$ cat src/rtl/zcs_pkg.sv
// rtl/zcs_pkg.sv - shared constants and state encoding for the zero-count sequencer
package zcs_pkg;

    localparam int BYTE_W     = 8;
    localparam int BYTE_CNT_W = 4;

    typedef enum logic [1:0] {
        ST_IDLE = 2'd0,
        ST_RUN  = 2'd1,
        ST_DONE = 2'd2
    } state_t;

endpackage

$ cat src/rtl/byte_zero_count.sv
// rtl/byte_zero_count.sv - combinational count of zero bits in one byte
module byte_zero_count
    import zcs_pkg::*;
(
    input  logic [BYTE_W-1:0]     data_i,
    output logic [BYTE_CNT_W-1:0] count_o
);

    always_comb begin
        count_o = '0;
        for (int i = 0; i < BYTE_W; i++) begin
            if (!data_i[i]) begin
                count_o = count_o + 1'b1;
            end
        end
    end

endmodule

$ cat src/rtl/zero_count_sequencer.sv
// rtl/zero_count_sequencer.sv - counts zero bits of a word one byte per cycle, LSB byte first
module zero_count_sequencer
    import zcs_pkg::*;
#(
    parameter  int NBYTES = 4,
    localparam int CW     = $clog2(8 * NBYTES + 1)
) (
    input  logic                  clk,
    input  logic                  rst,
    input  logic                  in_valid,
    output logic                  in_ready,
    input  logic [8*NBYTES-1:0]   in_data,
    output logic                  out_valid,
    input  logic                  out_ready,
    output logic [CW-1:0]         out_count,
    output logic                  busy
);

    localparam int            IW   = (NBYTES > 1) ? $clog2(NBYTES) : 1;
    localparam logic [IW-1:0] LAST = IW'(NBYTES - 1);

    state_t                  state_q;
    logic [8*NBYTES-1:0]     shift_q;
    logic [IW-1:0]           idx_q;
    logic [CW-1:0]           acc_q;
    logic [CW-1:0]           acc_d;
    logic                    in_ready_q;
    logic                    out_valid_q;
    logic                    busy_q;
    logic [BYTE_CNT_W-1:0]   byte_cnt;

    byte_zero_count u_byte_zero_count (
        .data_i  (shift_q[BYTE_W-1:0]),
        .count_o (byte_cnt)
    );

    assign acc_d = acc_q + CW'(byte_cnt);

    // The accumulator doubles as the result register; it is only cleared on accept.
    always_ff @(posedge clk) begin
        if (rst) begin
            state_q     <= ST_IDLE;
            shift_q     <= '0;
            idx_q       <= '0;
            acc_q       <= '0;
            in_ready_q  <= 1'b1;
            out_valid_q <= 1'b0;
            busy_q      <= 1'b0;
        end else begin
            case (state_q)
                ST_IDLE: begin
                    if (in_valid && in_ready_q) begin
                        shift_q    <= in_data;
                        acc_q      <= '0;
                        idx_q      <= '0;
                        in_ready_q <= 1'b0;
                        busy_q     <= 1'b1;
                        state_q    <= ST_RUN;
                    end
                end
                ST_RUN: begin
                    acc_q   <= acc_d;
                    shift_q <= shift_q >> BYTE_W;
                    idx_q   <= idx_q + 1'b1;
                    if (idx_q == LAST) begin
                        out_valid_q <= 1'b1;
                        state_q     <= ST_DONE;
                    end
                end
                ST_DONE: begin
                    if (out_ready) begin
                        out_valid_q <= 1'b0;
                        busy_q      <= 1'b0;
                        in_ready_q  <= 1'b1;
                        state_q     <= ST_IDLE;
                    end
                end
                default: begin
                    out_valid_q <= 1'b0;
                    busy_q      <= 1'b0;
                    in_ready_q  <= 1'b1;
                    state_q     <= ST_IDLE;
                end
            endcase
        end
    end

    assign in_ready  = in_ready_q;
    assign out_valid = out_valid_q;
    assign out_count = acc_q;
    assign busy      = busy_q;

endmodule

$ cat config.mk
export PLATFORM = sky130hd
export DESIGN_NAME = zero_count_sequencer
export DESIGN_NICKNAME = d
export VERILOG_FILES = /design/src/rtl/zcs_pkg.sv /design/src/rtl/byte_zero_count.sv /design/src/rtl/zero_count_sequencer.sv
export SDC_FILE = /design/constraint.sdc
export NUM_CORES = 1
export LEC_CHECK = 0
export ABC_CLOCK_PERIOD_IN_PS = 10900
export CAP_MARGIN = 20
export CORE_AREA = 2 2 60 84
export CTS_CLUSTER_SIZE = 24
export DETAILED_ROUTE_END_ITERATION = 16
export DIE_AREA = 0 0 62 86
export PLACE_DENSITY_LB_ADDON = 0.08
export SLEW_MARGIN = 10
export SYNTH_ARGS = -nofsm -noshare
export SYNTH_HDL_FRONTEND = slang
export SYNTH_HIERARCHICAL = 1
export SYNTH_SLANG_ARGS = --single-unit
$ cat constraint.sdc
create_clock -name clk -period 10.9 [get_ports clk]
set_input_delay 2.18 -clock clk [delete_from_list [all_inputs] [get_ports clk]]
set_output_delay 2.18 -clock clk [all_outputs]
set_load 0.02 [all_outputs]
* Word level (Yosys, flattened, before mapping)
Index checks and enable logic that the tools add are counted.
** Operators by class
- Add/subtract/negate cells :: 9
- Equal/unequal tests :: 6
- Mux-type cells :: 26
- Bitwise logic cells :: 2
- Reduce and logical (&&, ||, !) cells :: 7
** Operators by type and width (number)
- $pmux 32 s2 :: 1
- $mux 32 :: 1
- $mux 4 :: 7
- $add 4x1->4 const B :: 6
- $pmux 6 s2 :: 1
- $pmux 1 s3 :: 3
- $reduce_and 3->1 :: 3
- $mux 2 :: 4
- $add 6x4->6 :: 1
- $mux 1 :: 6
- $mux 6 :: 1
- $ne 2x2->1 const B :: 3
- $pmux 2 s3 :: 1
- $eq 2x2->1 const B :: 2
- $pmux 2 s2 :: 1
- $add 1x1->2 const B :: 1
- $add 2x1->2 const B :: 1
- $eq 2x1->1 const B :: 1
- $logic_not 2->1 :: 1
- $not 1->1 :: 2
- $reduce_and 2->1 :: 1
- $reduce_bool 2->1 :: 1
- $logic_and 1x1->1 :: 1
** Word-level totals
- Register bits after elaboration :: 45
- Input port bits :: 36
- Output and inout port bits :: 9
- Logic and storage cells :: 57

* Logic depth before layout (Yosys ltp)
Gate-level depths: netlist of the first run.
- Depth after elaboration :: 17
- Gate-level depth with buffers :: 26
- Mapped depth without buffers :: 26

* By module
Netlist of the first run, hierarchy kept.
** By module, submodules not included
- zero_count_sequencer :: times used 1, cells each 206, area each 1980.6 um^2, sequential area each 900.9 um^2
- byte_zero_count :: times used 1, cells each 61, area each 467.9 um^2, sequential area each 0.0 um^2

* Least setup slack after synthesis of the first run
No wires, ideal clock.
- Path type :: flip-flop to flip-flop
- From :: register shift_q[0]
- To :: register acc_q[5], in the netlist out_count[5]
- Setup time :: 0.092 ns
- Arrival :: 4.383 ns
- Data required time :: 10.808 ns
- Setup slack :: 6.425 ns
- Cell stages (with the launch flop) :: 25
- Buffers on the path :: 0
- Clock period less this slack :: 4.475 ns
- Path through :: dfxtp_1 -> inv_1 -> ha_1 -> xnor2_1 -> ha_1 -> nand2b_1 -> nand2_1 -> ha_1 -> nand2b_1 -> nand2_1 -> ha_1 -> nor2_1 -> a31oi_1 -> a41oi_1 -> inv_1 -> ha_1 -> nor2_1 -> a21oi_1 -> ha_1 -> mux2_2 -> ha_1 -> a21o_1 -> a22o_1 -> and3_1 -> nor4_1
** Between the ends
- Word-level cells in the longest chain between the ends :: 17
** Ends and longest elaborated chain
- start: declaration :: line zero_count_sequencer.sv:23 : logic [8*NBYTES-1:0] shift_q;
- start signal: assignment :: line zero_count_sequencer.sv:53 : shift_q <= in_data;
- start signal: assignment :: line zero_count_sequencer.sv:63 : shift_q <= shift_q >> BYTE_W;
- $mux 1 (*) :: line byte_zero_count.sv:12 : if (!data_i[i]) begin
- $add 1x1->2 :: line byte_zero_count.sv:13 : count_o = count_o + 1'b1;
- $mux 4 (*) :: line byte_zero_count.sv:12
- $add 4x1->4 :: line byte_zero_count.sv:13
- $mux 4 (*) :: line byte_zero_count.sv:12
- $add 4x1->4 :: line byte_zero_count.sv:13
- $mux 4 (*) :: line byte_zero_count.sv:12
- $add 4x1->4 :: line byte_zero_count.sv:13
- (+2 left out)
- $mux 4 (*) :: line byte_zero_count.sv:12
- $add 4x1->4 :: line byte_zero_count.sv:13
- $mux 4 (*) :: line byte_zero_count.sv:12
- $add 4x1->4 :: line byte_zero_count.sv:13
- $mux 4 (*) :: line byte_zero_count.sv:12
- named net byte_cnt[1] :: line zero_count_sequencer.sv:30 : logic [BYTE_CNT_W-1:0] byte_cnt;
- $add 6x4->6 (*) :: line zero_count_sequencer.sv:37 : assign acc_d = acc_q + CW'(byte_cnt);
- $pmux 6 s2 (*) :: line zero_count_sequencer.sv:50 : case (state_q)
- end signal: assignment :: line zero_count_sequencer.sv:45 : acc_q <= '0;
- end signal: assignment :: line zero_count_sequencer.sv:54 : acc_q <= '0;
- end signal: assignment :: line zero_count_sequencer.sv:62 : acc_q <= acc_d;
- end: declaration :: line zero_count_sequencer.sv:25 : logic [CW-1:0] acc_q;
The timed path passes the listed nets; every way through them passes the cells marked *.
A chain may end at the register's enable or synchronous reset.

* Final worst setup path of the first run
- From :: register shift_q[0]
- To :: register acc_q[4], in the netlist out_count[4]
Same word-level chain as after synthesis.

==> results of run 1 <==
## cells in the mapped netlist (2+ instances only)
| library cell | n | area (µm²) |
|---|---|---|
| nor2_1 | 65 | 244 |
| dfxtp_1 | 45 | 901 |
| o221ai_2 | 18 | 270 |
| nand2_1 | 14 | 52.6 |
| ha_1 | 12 | 150 |
| a21oi_1 | 10 | 50.1 |
| a22oi_1 | 10 | 75.1 |
| xnor2_1 | 9 | 78.8 |
| inv_1 | 7 | 26.3 |
| nand2b_1 | 6 | 37.5 |
| o221ai_1 | 6 | 52.6 |
| buf_2 | 5 | 25.0 |
| buf_6 | 5 | 56.3 |
| clkbuf_1 | 5 | 18.8 |
| a21o_1 | 3 | 22.5 |
| nor2b_1 | 3 | 18.8 |
| nor3_1 | 3 | 15.0 |
| nor4_1 | 3 | 18.8 |
| o21ai_0 | 3 | 15.0 |
| xor2_1 | 3 | 26.3 |
| a41oi_1 | 2 | 17.5 |
| and3_1 | 2 | 12.5 |
| mux2_2 | 2 | 22.5 |
| mux2i_1 | 2 | 20.0 |
| nand3_1 | 2 | 10.0 |
| nand3b_1 | 2 | 15.0 |
| o22ai_1 | 2 | 12.5 |
## kinds of logic (layout without fill, tap and decap cells)
kind of cell	Yosys count	count (layout)	share of synthesized area, %
flops	45	45	36.8
fa+ha+maj	13	13	6.95
xor+xnor	14	14	5.98
compound gates	61	61	23.5
buf+inv	25	64	5.77
mux	4	4	1.74
simple gates	105	105	19.3
## state kept, by name (all words and copies together) (netlist names)
signal,count
shift_q,32
out_count,6
idx_q,2
state_q,2
busy,1
in_ready,1
out_valid,1
## per-stage QoR
| stage | util, % | cell area, µm² |
|---|---|---|
| floorplan | - | 2450 |
| global placement | 63.6 | 2890 |
| detailed placement | 63.6 | 2890 |
| CTS | 65.6 | 2980 |
| global route | 65.6 | 2980 |
| finish | 65.6 | 2980 |
## layout make-up
type | count | area [µm²] | share of cell area [%]
multi-input combinational | 197 | 1410 | 47.3
sequential | 45 | 901 | 30.3
timing repair buffer | 48 | 470 | 15.8
tap | 62 | 77.6 | 2.61
clock buffer | 5 | 68.8 | 2.31
inverter | 8 | 30.0 | 1.01
clock inverter | 3 | 21.3 | 0.715
## power breakdown
group / internal (mW) / switching [mW]
logic: 0.152 / 0.171
registers: 0.184 / 0.0200
clock network: 0.0456 / 0.0601
## worst register-to-register path, stage by stage (launching register included)
cell       delay, ns
dfxtp_1         0.33
inv_1           0.06
ha_1            0.18
inv_1           0.05
mux2i_1         0.31
ha_1            0.32
nand2b_1        0.11
nand2_1         0.08
ha_1            0.27
nand2b_1        0.12
nand2_1         0.07
ha_1            0.26
nor2_1          0.09
a31oi_1         0.05
a41oi_1         0.28
inv_1           0.08
ha_1            0.27
nor2_1          0.04
a21oi_1         0.20
ha_1            0.27
mux2_2          0.29
fa_1            0.43
a21o_1          0.19
a21oi_1         0.21
o2111ai_1       0.13
o41ai_1         0.09
## final timing paths
check / startpoint / endpoint / slack, ns / cells after the start
max reg2reg: shift_q[0]$_SDFFE_PP0P_ / out_count[4]$_SDFFE_PP0P_ / 6.01 / 25
max: shift_q[0]$_SDFFE_PP0P_ / out_count[4]$_SDFFE_PP0P_ / 6.01 / 25
min reg2reg: out_valid$_SDFFE_PP0P_ / out_valid$_SDFFE_PP0P_ / 0.46 / 2
min: out_valid$_SDFFE_PP0P_ / out_valid$_SDFFE_PP0P_ / 0.46 / 2
## layer usage
layer	vias to the layer above	GRT usage [%]
met5	-	0
met4	0	6.58
met3	6	3.77
met2	36	35.6
met1	923	23.9
li1	1040	-
==> qor.yml, run 1 <==
irDropWorstVdd_uv: 111
worstSetupPathType: "reg -> reg"
cts_hold_buffers: 0
postCtsSetupRepairBufs: 0
wl_met3_um: 131
die_h_um: 86
htreeDepth: 2
place_hpwl_um: 3590
place_ws_ns: 6.01
finClkSkew_ns: 0.00481
wl_per_cell_um: 13.9
synth_edf_count: 0
hold_viol: 0
clk_latency_ns: 0.30
end_kind: "register"
grt_overflow: 0
cts_resized: 0
globalRouteTotalUtil_pct: 20.3
area_delta_synth_final_pct: 21.5
drt_iter0_markers: 74
critPathRequiredTime_ns: 11.10
std_cell_rows: 29
tritoncts: "built"
ant_nets: 0
ys_warn_count: 6
finalCriticalPeriod_ns: 4.89
ys_types: 45
grt_pass1_wl_um: 8240
antenna_found_initial: 0
powerDensity_nw_per_um2: 212
critPathArrivalTime_ns: 5.08
final_common_cell: "nor2_1"
port_buffers: 44
crit_slowest_cell: "fa_1"
worst_slew_pin_slew_ns: 0.822
first_pass_iters: 4
p_leak_nw: 1.15
avgViaCountPerCell: 5.45
hold_ws_ns: 0.460
wl_um: 5100
final_cells: 368
postSynthNetCount: 316
syn_area_um2: 2450
crit_path_frequent_cell: "ha_1"
n_fill_cell: 403
slew_viol_final: 0
fin_ws_ns: 6.01
finalWeightedCongestion: 0.751
critPathBufInv: 3
initial_core_util_pct: 54.0
power_mw: 0.632
drc: 0
syn_area_per_cell_um2: 9.17
fin_crit_sh_pct: 44.8
dieArea_um2: 5330
fp.dieW_um: 62
rsz0062_at_grt: "false"
cpLargestDelayFamily: "adder cells"
maxSlewHeadroom_pct: 45.1
n_antenna_cell: 0
dpl.cell_count: 360
maxCapViolCount: 0
wl_met1_um: 2180
min_path_type: "reg -> reg"
cts_root_buf: "clkbuf_8"
start_kind: "register"
crit_fanout: 3
grt_start_max_net_pins: 32
ios: 45
path_clk_slew_ns: 0.09
dr_total_vias: 2005
status: "finished, final reports clean"
nNetsFinal: 354
max_clock_freq_mhz: 205
core-area_um2: 4540
setup_tns_ns: 0
final_cell_mix: "65 x nor2_1, 45 x dfxtp_1, 44 x clkdlybuf4s50_1"
grt_pass1_vias: 1924
cts_inserted_buffers: 5
synth_cells: 267
drive_gt1_share_pct: 11.4
wl_met2_um: 2710
synth_seq_cells: 45
async_reset_ff_share_pct: 0
cts_sinks: 45
cp_slowest_stage_delay_ns: 0.43
clockBufferDepth: 2
setup_viol: 0
synth-seq-area-share_pct: 36.8
top_layer: "met4"
synthFlopType: "dfxtp_1"
No activity file was read; power rests on OpenSTA's default activity.
==> inputs of run 2 (changes only) <==
--- a/config.mk
+++ b/config.mk
@@ -5,12 +5,12 @@
 export SDC_FILE = /design/constraint.sdc
 export NUM_CORES = 1
 export LEC_CHECK = 0
-export ABC_CLOCK_PERIOD_IN_PS = 10900
+export ABC_CLOCK_PERIOD_IN_PS = 4500
 export CAP_MARGIN = 20
-export CORE_AREA = 2 2 60 84
+export CORE_AREA = 2 2 61 87
 export CTS_CLUSTER_SIZE = 24
 export DETAILED_ROUTE_END_ITERATION = 16
-export DIE_AREA = 0 0 62 86
+export DIE_AREA = 0 0 63 89
 export PLACE_DENSITY_LB_ADDON = 0.08
 export SLEW_MARGIN = 10
 export SYNTH_ARGS = -nofsm -noshare
==> constraint.sdc (replaced) <==
create_clock -name clk -period 4.5 [get_ports clk]
set_input_delay 0.9 -clock clk [delete_from_list [all_inputs] [get_ports clk]]
set_output_delay 0.9 -clock clk [all_outputs]
set_load 0.02 [all_outputs]
==> qor.yml, run 2 (same netlist as run 1, synthesis figures left out) <==
status: "finished, final reports clean"  # unchanged
drc: 0  # unchanged
final_util_pct: 69.2  # was 65.6%
ant_nets: 0  # unchanged
drt_iter0_markers: 83  # was 74
initial_core_util_pct: 51.4  # was 54.0%
end_kind: "register"  # unchanged
grt_pass1_wl_um: 9460  # was 8240 µm
p_int_mw: 1.17  # was 0.381 mW
cts_inserted_buffers: 5  # unchanged
slew_viol_final: 0  # unchanged
nNetsFinal: 376  # was 354
combinationalPowerShare_pct: 60.6  # was 51.0%
start_kind: "register"  # unchanged
hold_viol: 0  # unchanged
fin_crit_sh_pct: 96.8  # was 44.8%
power_mw: 1.89  # was 0.632 mW
clockBufferDepth: 2  # unchanged
critPathRequiredTime_ns: 4.70  # was 11.10 ns
dpl_cell_area_um2: 2990  # was 2890 µm²
min_path_type: "reg -> reg"  # unchanged
finalCriticalPeriod_ns: 4.35  # was 4.89 ns
ios: 45  # unchanged
final_cells: 392  # was 368
avgViaCountPerCell: 5.41  # was 5.45
first_pass_iters: 4  # unchanged
area_delta_synth_final_pct: 34.7  # was 21.5%
port_buffers: 44  # unchanged
hold_ws_ns: 0.459  # was 0.460 ns
place_hpwl_um: 3920  # was 3590 µm
regMostFlops: "shift_q"  # unchanged
clk_latency_ns: 0.30  # about the same
core-area_um2: 4770  # was 4540 µm²
powerDensity_nw_per_um2: 574  # was 212 nW/µm²
fp.dieW_um: 63  # was 62 µm
die_h_um: 89  # was 86 µm
htreeDepth: 2  # unchanged
fin_ws_ns: 0.146  # was 6.01 ns
final_common_cell: "nor2_1"  # unchanged
n_antenna_cell: 0  # unchanged
worstSetupPathType: "reg -> reg"  # unchanged
largest_reg_flops: 32  # unchanged
grt_start_max_net_pins: 26  # was 32
dr_total_vias: 2122  # was 2005
max_clock_freq_mhz: 230  # was 205 MHz
wl_per_cell_um: 14.7  # was 13.9 µm
clkPwrFrac_pct: 13.2  # was 16.7%
finalWeightedCongestion: 0.801  # was 0.751
critPathArrivalTime_ns: 4.56  # was 5.08 ns
dpl.cell_count: 376  # was 360
path_clk_slew_ns: 0.09  # about the same
final_cell_mix: "64 x nor2_1, 44 x clkdlybuf4s50_1, 42 x dfxtp_1"  # was 65 x nor2_1, 45 x dfxtp_1, 44 x clkdlybuf4s50_1
irDropWorstVdd_uv: 285  # was 111 µV
place_ws_ns: -0.176  # was 6.01 ns
p_leak_nw: 1.27  # was 1.15 nW
grt_overflow: 0  # unchanged
finClkSkew_ns: 0.00720  # was 0.00481 ns
crit_fanout: 5  # was 3
setup_tns_ns: 0  # unchanged
wl_um: 5750  # was 5100 µm
globalRouteTotalUtil_pct: 21.1  # was 20.3%
cts_root_buf: "clkbuf_8"  # unchanged
seqPwrFrac_pct: 26.2  # was 32.2%
setup_viol: 0  # unchanged
stdcell_area_um2: 3300  # was 2980 µm²
maxSlewHeadroom_pct: 43.7  # was 45.1%
n_fill_cell: 386  # was 403
switching_power_mw: 0.725  # was 0.251 mW
antenna_found_initial: 0  # unchanged
std_cell_rows: 30  # was 29
cts_sinks: 45  # unchanged
tritoncts: "built"  # unchanged
worst_slew_pin_slew_ns: 0.844  # was 0.822 ns
drive_gt1_share_pct: 23.8  # was 11.4%
grt_pass1_vias: 2092  # was 1924
dieArea_um2: 5610  # was 5330 µm²
maxCapViolCount: 0  # unchanged
switching_share_pct: 38.3  # was 39.7%
[run 2: repair_timing]
action | CTS | global route
hold buffers | 0 | 0
buffers inserted | 6 | 2
resized for setup | 15 | 13
pin swaps | 12 | 18
endpoints found under the setup margin | 4 | 5
[run 2: final cells by class]
class / count / area [µm²] / share of cell area (%)
clock buffers: 6 / 72.6 / 2.20
flip-flops and latches: 45 / 905 / 27.4
well taps: 64 / 80.1 / 2.43
multi-input cells: 197 / 1550 / 47.1
clock inverters: 2 / 15.0 / 0.455
inverters: 8 / 30.0 / 0.910
repair buffers: 70 / 643 / 19.5
[run 2: routing by layer]
| metal | global-route usage, % | part of all wire (%) | routed length (µm) |
|---|---|---|---|
| met5 | 0 | 0 | 0 |
| met4 | 6.06 | 1.2 | 71 |
| met3 | 3.40 | 2.4 | 138 |
| met2 | 39.8 | 53 | 3050 |
| met1 | 24.7 | 43 | 2490 |
[run 2: critical path, stage by stage (launching register included)]
cell and delay (ns):
dfxtp_2 0.33, buf_4 0.14, ha_4 0.16, mux2i_4 0.21, ha_4 0.25, nand2b_4 0.08, nand2_4 0.06, ha_4 0.22
nand2b_4 0.07, nand2_1 0.05, ha_1 0.26, nor2_1 0.03, a31oi_1 0.18, a41oi_2 0.07, buf_4 0.18, buf_4 0.12
buf_4 0.13, nor4_1 0.34, a41oi_2 0.08, xnor2_1 0.17, ha_1 0.33, a21o_1 0.19, a22o_1 0.21, and3_1 0.14
nor4_1 0.24
[run 2: path summary, 6_finish.rpt]
check                           slack, ns  cells after the start                     from                        end
worst min register to register       0.46                      2   out_valid$_SDFFE_PP0P_     out_valid$_SDFFE_PP0P_
worst max-delay path                 0.15                     24  shift_q[0]$_SDFFE_PP0P_  out_count[5]$_SDFFE_PP0P_
worst max register to register       0.15                     24  shift_q[0]$_SDFFE_PP0P_  out_count[5]$_SDFFE_PP0P_
worst min-delay path                 0.46                      2   out_valid$_SDFFE_PP0P_     out_valid$_SDFFE_PP0P_
[run 2: power by group through the flow]
stage | combinational [mW] | sequential, mW | clock (mW)
after floorplan | 0.596 | 0.505 | 0
after global placement | 0.882 | 0.498 | 0
after detailed placement | 0.894 | 0.500 | 0
after CTS | 1.02 | 0.495 | 0.255
after global routing | 1.26 | 0.503 | 0.269
final | 1.15 | 0.496 | 0.249
